File: config.mk
export PLATFORM = sky130hd
export DESIGN_NAME = pc_sequencer
export DESIGN_NICKNAME = d
export VERILOG_FILES = /design/src/rtl/pc_sequencer.sv
export SDC_FILE = /design/constraint.sdc
export NUM_CORES = 1
export LEC_CHECK = 0
export ABC_AREA = 1
export CAP_MARGIN = 30
export CELL_PAD_IN_SITES_DETAIL_PLACEMENT = 1
export CELL_PAD_IN_SITES_GLOBAL_PLACEMENT = 2
export CORE_UTILIZATION = 29
export CTS_BUF_LIST = sky130_fd_sc_hd__clkbuf_8
export CTS_CLUSTER_SIZE = 10
export DETAILED_ROUTE_END_ITERATION = 8
export PLACE_DENSITY_LB_ADDON = 0.25
export SYNTH_ARGS = -nofsm -noshare
export SYNTH_HDL_FRONTEND = slang
export SYNTH_SLANG_ARGS = --single-unit
File: constraint.sdc
create_clock -name clk -period 3.3 [get_ports clk]
set_clock_uncertainty 0.05 [all_clocks]
set_input_delay 0.66 -clock clk [delete_from_list [all_inputs] [get_ports clk]]
set_output_delay 0.66 -clock clk [all_outputs]
set_load 0.005 [all_outputs]
File: src/rtl/pc_sequencer.sv
// Next-PC controller for the 5-stage RV32 pipeline: owns the fetch PC and arbitrates
// sequential fetch, branch/jump/trap redirects, load-use stalls and instruction-memory waits.
module pc_sequencer #(
   parameter logic [31:0] RESET_VEC = 32'h0000_0000,
   parameter int          XLEN      = 32
) (
   input  logic            clk,
   input  logic            rst,
   input  logic            stall,
   input  logic            br_taken,
   input  logic [XLEN-1:0] br_target,
   input  logic            jmp,
   input  logic [XLEN-1:0] jmp_target,
   input  logic            trap,
   input  logic [XLEN-1:0] trap_vec,
   input  logic            imem_ready,
   output logic [XLEN-1:0] pc_out,
   output logic            fetch_valid,
   output logic            pc_en,
   output logic            flush_if_id,
   output logic            flush_id_ex,
   output logic            misalign
);

   typedef enum logic [1:0] {
      BOOT     = 2'd0,
      RUN      = 2'd1,
      WAIT_MEM = 2'd2
   } state_e;

   state_e          state_q, state_d;
   logic [XLEN-1:0] pc_q, pc_d;
   logic [XLEN-1:0] pend_target_q, pend_target_d;
   logic            pend_valid_q, pend_valid_d;
   logic            redir_s;
   logic            redir_mis_s;
   logic [XLEN-1:0] redir_tgt_s;

   // Redirect arbitration: trap > jmp > branch; a misaligned jump/branch target falls back to trap_vec.
   always_comb begin
      redir_s     = 1'b0;
      redir_mis_s = 1'b0;
      redir_tgt_s = pc_q;
      if (trap) begin
         redir_s     = 1'b1;
         redir_tgt_s = trap_vec;
      end else if (jmp) begin
         redir_s = 1'b1;
         if (jmp_target[1:0] != 2'b00) begin
            redir_mis_s = 1'b1;
            redir_tgt_s = trap_vec;
         end else begin
            redir_tgt_s = jmp_target;
         end
      end else if (br_taken) begin
         redir_s = 1'b1;
         if (br_target[1:0] != 2'b00) begin
            redir_mis_s = 1'b1;
            redir_tgt_s = trap_vec;
         end else begin
            redir_tgt_s = br_target;
         end
      end else begin
         redir_s = 1'b0;
      end
   end

   // Next-state, next-PC and the combinational pipeline controls.
   always_comb begin
      state_d       = state_q;
      pc_d          = pc_q;
      pend_target_d = pend_target_q;
      pend_valid_d  = pend_valid_q;
      pc_en         = 1'b0;
      flush_if_id   = 1'b0;
      flush_id_ex   = 1'b0;
      misalign      = 1'b0;
      case (state_q)
         BOOT: begin
            state_d = RUN;
         end
         RUN: begin
            if (redir_s) begin
               pc_d        = redir_tgt_s;
               pc_en       = 1'b1;
               flush_if_id = 1'b1;
               flush_id_ex = 1'b1;
               misalign    = redir_mis_s;
            end else if (stall) begin
               pc_d = pc_q;
            end else if (!imem_ready) begin
               state_d = WAIT_MEM;
            end else begin
               pc_d  = pc_q + 32'd4;
               pc_en = 1'b1;
            end
         end
         WAIT_MEM: begin
            if (redir_s) begin
               flush_if_id = 1'b1;
               flush_id_ex = 1'b1;
               misalign    = redir_mis_s;
               if (imem_ready) begin
                  pc_d         = redir_tgt_s;
                  pc_en        = 1'b1;
                  pend_valid_d = 1'b0;
                  state_d      = RUN;
               end else begin
                  pend_target_d = redir_tgt_s;
                  pend_valid_d  = 1'b1;
               end
            end else if (imem_ready) begin
               state_d      = RUN;
               pend_valid_d = 1'b0;
               // The word returned for the stale fetch is dropped in favour of the held redirect.
               if (pend_valid_q) begin
                  pc_d        = pend_target_q;
                  pc_en       = 1'b1;
                  flush_if_id = 1'b1;
               end else if (!stall) begin
                  pc_d  = pc_q + 32'd4;
                  pc_en = 1'b1;
               end else begin
                  pc_d = pc_q;
               end
            end else begin
               pc_d = pc_q;
            end
         end
         default: begin
            state_d      = BOOT;
            pend_valid_d = 1'b0;
         end
      endcase
   end

   // State, PC and pending-redirect registers.
   always_ff @(posedge clk or negedge rst) begin
      if (!rst) begin
         state_q       <= BOOT;
         pc_q          <= RESET_VEC;
         pend_target_q <= RESET_VEC;
         pend_valid_q  <= 1'b0;
      end else begin
         state_q       <= state_d;
         pc_q          <= pc_d;
         pend_target_q <= pend_target_d;
         pend_valid_q  <= pend_valid_d;
      end
   end

   assign pc_out      = pc_q;
   assign fetch_valid = (state_q != BOOT);

endmodule

==> flow_metrics.py <==
metrics = {
    "outcome": {
        "outcome": "finished, final reports clean",
    },
    "place": {
        "pre_cts_ws_ps": 31.62,
        "dpl.cell_count": 1458,
        "gp_congestion": 0.8002,
        "post_dp_cell_area_um2": 7850,
        "portBuffers": 139,
        "dp_hpwl_mm": 18.38,
    },
    "route": {
        "wl_mm": 24.38,
        "viasPerCell": 4.928,
        "dr_total_vias": 7259,
        "drt_iter0_drc": 336,
        "drt_first_pass_iters": 4,
        "final_antenna_net_count": 0,
        "drc": 0,
        "wl_per_cell_um": 16.55,
    },
    "logic_synthesis": {
        "synth_cells": 1073,
        "yosysTopAreaCell": "dfrtp_1",
        "synth_flop_cell": "dfrtp_1",
        "synth_cell_types": 34,
        "synth_top_area_frac": 0.2718,
        "ys_seq_area_frac": 0.2718,
        "syn_nets": 1180,
        "synth.area.top_cells": "dfrtp_1, nand2_1, nand3_1, inv_1, nor2_1",
        "synth_top_cells_by_count": "nand2_1, inv_1, nand3_1, nor2_1, o21ai_0",
        "syn_avg_cell_area_um2": 5.749,
        "netlist_area_um2": 6168,
        "ys_warn_count": 0,
        "synth-edff-count": 0,
        "synth_most_common_cell": "nand2_1",
        "ys_ff_latch": 67,
        "async_flop_share": 1.000,
    },
    "sta": {
        "rsz0062_at_grt": "no",
        "timing.fmax_mhz": 316.5,
        "setup_slack_ps": 140.5,
        "tns_ps": 0,
        "setup_viol": 0,
        "period_needed_ps": 3159,
        "slew-limit-headroom": 0.5497,
        "hold_violations": 0,
        "tightest_slew_ps": 674.5,
        "finalMaxSlewViolations": 0,
        "period_share": 0.9574,
    },
    "cts": {
        "h-tree-depth": 3,
        "tritoncts": "done",
        "numCtsBuffers": 9,
        "post-cts-setup-buffers": 0,
        "cts_buffer_depth": 2,
        "clock_latency_ps": 380,
        "root_buffer": "clkbuf_8",
        "cts_hold_buf": 0,
        "clk_pin_slew_worst_paths_ps": 70,
        "cts_sinks": 67,
    },
    "layout": {
        "finalNetCount": 1306,
        "area_growth_syn_to_layout_pct": 30.49,
        "insertedDiodeCount": 0,
        "fillers": 2793,
        "final_cells": 1473,
        "final_area_um2": 8049,
        "drive_gt1_frac": 0.05819,
    },
    "critical_path": {
        "worstPathMaxFanout": 3,
        "cp_data_arrival_time_ps": 2450,
        "cp-start-kind": "input pin",
        "end_kind": "output port",
        "critPathMaxStageDelay_ps": 500,
        "cp_cell_sequence": "clkdlybuf4s50_1 -> inv_1 -> nand2_1 -> o21ai_0 -> nor4_1 -> buf_4 -> clkdlybuf4s50_1",
        "cp_top_family": "buffers and inverters",
        "critPathSlowestCell": "clkdlybuf4s50_1",
        "worstPathRequired_ps": 2590,
        "critPathMostFrequentCell": "clkdlybuf4s50_1",
        "rrSetupSlack_ps": 1210,
        "criticalPathCategory": "input pin to output port",
        "r2r-start": "state_q[0]",
        "cp-startpoint": "br_target[1]",
        "critPathBufInv": 4,
        "ff2ff_path_depth": 10,
        "reg2reg_to": "pc_out[11]",
    },
    "power_and_ir_drop": {
        "p_total_mw": 5.282,
        "leakage_nw": 4.083,
        "ir_drop_mv": 0.3741,
        "p_per_area_nw_per_um2": 656.3,
    },
    "floorplanning": {
        "dieArea_um2": 21860,
        "die_w_um": 147.8,
        "coreArea_um2": 20560,
        "num_io_pins": 140,
        "initial_utilization": 0.3000,
        "rows": 52,
        "chipHeight_um": 147.8,
    },
    "global_routing": {
        "grt_pass1_wl_mm": 40.10,
        "grt_start_max_net_pins": 47,
        "grtUsageTotal": 0.2351,
        "antenna_found_initial": 0,
        "grt_pass1_vias": 7456,
        "grt.overflow.total": 0,
    },
    "worst_hold_path": {
        "hold_path.class": "input pin to asynchronous set/reset pin",
    },
    "run": {
        "maxCapViolations": 0,
    },
}
==> worst max-delay path by stage <==
stage,slack [ps],cells past startpoint,endpoint
floorplan,1120,6,flush_if_id
global placement,10,7,misalign
detailed placement,30,7,misalign
CTS,20,7,misalign
global route,50,7,misalign
finish,140,7,misalign
==> registers in the layout, indices dropped and copies added (netlist names) <==
register,flops
pc_out,32
pend_target_q,32
pend_valid_q,1
state_q,2
==> report_power, final <==
| part | leakage [nW] | switching, mW | internal [mW] |
|---|---|---|---|
| clock network | 0.108 | 0.344 | 0.380 |
| logic | 3.17 | 1.54 | 1.23 |
| registers | 0.807 | 0.573 | 1.22 |
==> stage by stage <==
step                utilization  hold WS [ps]
floorplan                     -         314.4
global placement         0.3818         411.9
detailed placement       0.3818         411.3
CTS                      0.3912         244.3
global route             0.3915         260.2
finish                   0.3915         229.5
==> final cells by class <==
type                       instances  area, µm²  share of cell area
multi-input combinational        799       3649              0.4533
sequential                        67       1677              0.2083
timing repair buffer             164       1599              0.1987
inverter                         158      593.1             0.07368
tap                              270      337.8             0.04197
clock buffer                      11      151.4             0.01881
clock inverter                     4      42.54            0.005285
==> metal layers <==
layer,vias to the layer above,global-route usage,wire (µm)
met2,127,0.4101,11790
li1,3621,-,-
met5,-,0,0
met3,12,0.02623,945
met1,3499,0.3125,11450
met4,0,0.04536,191
==> placed cells by master, fill, tap and decap left out, types with 2 or more instances in the layout <==
master,count
o21ai_0,72
nor2_1,103
clkdlybuf4s50_1,135
o22ai_1,2
buf_4,23
nor2_8,2
clkbuf_8,11
ha_1,4
inv_1,153
nor2_4,6
xor2_1,2
buf_2,2
nand3b_1,4
nand3_1,131
xnor2_1,4
nor2_2,7
o21ai_1,5
nand2_2,2
nand2_1,370
or2_2,2
o211ai_1,21
nand2_4,2
inv_2,7
a31oi_1,2
a21oi_1,51
buf_12,2
dlymetal6s2s_1,2
dfrtp_1,67
==> kinds of logic (layout without fill, tap and decap cells) <==
family | count (synthesis) | count (layout) | synth area share
AOI/OAI and AO/OA | 159 | 159 | 0.1426
xor gates and xnor gates | 6 | 6 | 0.008519
adders and majority gates | 4 | 4 | 0.008114
buffers and inverters | 207 | 337 | 0.1371
DFF | 67 | 67 | 0.2718
and+or+nand+nor | 630 | 630 | 0.4318
==> what timing repair did <==
action | 4_1_cts | 5_1_grt
gates resized for setup | 0 | 2
endpoints found under the setup margin | 0 | 3
endpoints found under the hold margin | 0 | 0
(Power assumes the default switching activity.)
==> edit, RTL diff (config.mk and constraints unchanged) <==
Change the parameter `XLEN` from 32 to 40.
--- a/src/rtl/pc_sequencer.sv
+++ b/src/rtl/pc_sequencer.sv
@@ -3,5 +3,5 @@
 module pc_sequencer #(
    parameter logic [31:0] RESET_VEC = 32'h0000_0000,
-   parameter int          XLEN      = 32
+   parameter int          XLEN      = 40
 ) (
    input  logic            clk,
Ports: changed (resized br_target, jmp_target, pc_out and trap_vec); port bits go from 140 to 172. The function was not compared with the original's and may differ.
==> edit against the original RTL <==
  * Wire length grew 36%
  * Total power is 25% higher
  * Sequential power is 30% higher
  * Register-to-register slack got worse by 330 ps
  * Area after synthesis increased by 19%
  * Final area is 20% higher
  * Global-route usage is 2.6 points higher
  * Sequential cell count grew 16
  * Largest power group unchanged
  * Setup slack got worse by 27 ps
==> edit: results (changes against the original RTL) <==
grt:
  grt_antenna_before_repair: 0  # unchanged
  global_route_wire_length_before_repair_um: 51720  # was 40100 um
  grt_usage: 0.2608  # was 0.2351
  grt_start_max_net_pins: 50  # was 47
logic_synthesis:
  ys_async_sr_fraction: 1.000  # unchanged
  synth_compound_gate_area_share: 0.1731  # was 0.1426
  post_synth_main_area_contributors: "sky130_fd_sc_hd__dfrtp_1, sky130_fd_sc_hd__nand2_1, sky130_fd_sc_hd__nand3_1"  # unchanged
  synth_nets: 1385  # was 1180
  avgSynthCellArea_um2: 5.839  # was 5.749 um^2
  synth-xor-area-share: 0.01914  # was 0.008519
  synth_sequential_area_ratio: 0.2837  # was 0.2718
  post_synth_most_frequent_cells: "sky130_fd_sc_hd__nand2_1, sky130_fd_sc_hd__inv_1, sky130_fd_sc_hd__nor2_1, sky130_fd_sc_hd__nand3_1, sky130_fd_sc_hd__o21ai_0"  # was sky130_fd_sc_hd__nand2_1, sky130_fd_sc_hd__inv_1, sky130_fd_sc_hd__nand3_1, sky130_fd_sc_hd__nor2_1, sky130_fd_sc_hd__o21ai_0
  post_synth_fa_ha_maj_area_fraction: 0.006835  # was 0.008114
  post_synth_num_cell_types: 40  # was 34
route:
  routed_wirelength_um: 33070  # was 24380 um
  drtPass1Iterations: 5  # was 4
  post_drt_via_cell_ratio: 5.047  # was 4.928
  drt_iter0_drc: 574  # was 336
  num_vias: 8776  # was 7259
setup_path:
  timing.rr.end: "pc_out[28]$_DFFE_PN0P_"  # was pc_out[11]$_DFFE_PN0P_
  critPathMaxFanout: 6  # was 3
  critPathArrivalTime_ps: 2480  # was 2450 ps
  crit_startpoint: "jmp"  # was br_target[1]
  reg2reg_depth: 10  # unchanged
  worst_r2r_startpoint: "pc_out[2]$_DFFE_PN0P_"  # was state_q[0]$_DFFE_PN0P_
  cp_slowest_stage_delay_ps: 600  # was 500 ps
  timing.reg2reg.setup_slack_ps: 880  # was 1210 ps
  critPathSlowestCell: "sky130_fd_sc_hd__clkdlybuf4s50_1"  # unchanged
  crit_end: "pc_en"  # was misalign
power_and_ir_drop:
  power.leakage_nw: 4.676  # was 4.083 nW
  power.ir.vdd_worst_v: 0.0002390  # was 0.0003741 V
clocking:
  clkSlewWorstSetupHoldPaths_ps: 90  # was 70 ps
cells_and_area:
  fillerInstances: 3295  # was 2793
  nNetsFinal: 1541  # was 1306
  layout-drive-gt1-share: 0.05230  # was 0.05819
sta:
  relSlewSlack: 0.4665  # was 0.5497
outcome:
  outcome: "finished clean"  # unchanged
placed_design:
  post-dp-hpwl_um: 25920  # was 18380 um
  globalplace.congestion: 0.8871  # was 0.8002
  port_buffers: 171  # was 139
  placedCellCount: 1723  # was 1458
worst_hold_path:
  min-delay-path-class: "input port to asynchronous set/reset pin"  # unchanged
-- edit: kinds of logic (layout without fill, tap and decap cells) --
kind of cell,Yosys count,count (layout)
and+or+nand+nor,684,684
buffers and inverters,239,400
DFF,83,83
xor gates and xnor gates,16,16
adders and majority gates,4,4
AOI/OAI and AO/OA,228,228
-- edit: worst min path at each step --
stage	startpoint	endpoint	slack (ps)
2_1_floorplan	rst	pc_out[0]$_DFFE_PN0P_	310
3_3_place_gp	pend_target_q[9]$_DFFE_PN0P_	pend_target_q[9]$_DFFE_PN0P_	410
3_5_place_dp	pend_target_q[0]$_DFFE_PN0P_	pend_target_q[0]$_DFFE_PN0P_	420
4_1_cts	rst	pc_out[32]$_DFFE_PN0P_	280
5_1_grt	rst	pc_out[32]$_DFFE_PN0P_	300
6_report	rst	pc_out[32]$_DFFE_PN0P_	250
-- edit: metrics by stage --
stage | util | setup WS, ps | instance area, um^2
CTS | 0.3944 | 110.3 | 9676
finish | 0.3944 | 113.8 | 9677
detailed placement | 0.3856 | 107.0 | 9459
global placement | 0.3856 | 50.80 | 9459
global route | 0.3944 | 27.78 | 9677
floorplan | - | 921.0 | 7322
-- edit: what timing repair did --
| item | in CTS | in global routing |
|---|---|---|
| endpoints found under the hold margin | 0 | 0 |
| gates resized for setup | 0 | 1 |
| hold buffers | 0 | 0 |
| endpoints found under the setup margin | 0 | 1 |
-- edit: area by class of cell --
type / count / area [um^2] / share of cell area
Sequential cell: 83 / 2077 / 0.2146
Inverter: 175 / 656.9 / 0.06788
Tap cell: 324 / 405.4 / 0.04189
Multi-Input combinational cell: 932 / 4294 / 0.4438
Clock buffer: 9 / 123.9 / 0.01280
Clock inverter: 7 / 92.59 / 0.009568
Timing Repair Buffer: 209 / 2027 / 0.2095
-- edit: report_power, final --
| group | switching (mW) | internal (mW) | leakage [nW] |
|---|---|---|---|
| clock | 0.441 | 0.426 | 0.107 |
| sequential | 0.830 | 1.50 | 0.997 |
| combinational | 1.93 | 1.46 | 3.57 |
-- edit: routing by layer --
| layer | global-route usage | vias up | routed length (um) |
|---|---|---|---|
| li1 | - | 4317 | - |
| met1 | 0.4050 | 4198 | 17010 |
| met2 | 0.3774 | 236 | 13910 |
| met3 | 0.03538 | 25 | 1682 |
| met4 | 0.05274 | 0 | 461 |
| met5 | 0 | - | 0 |
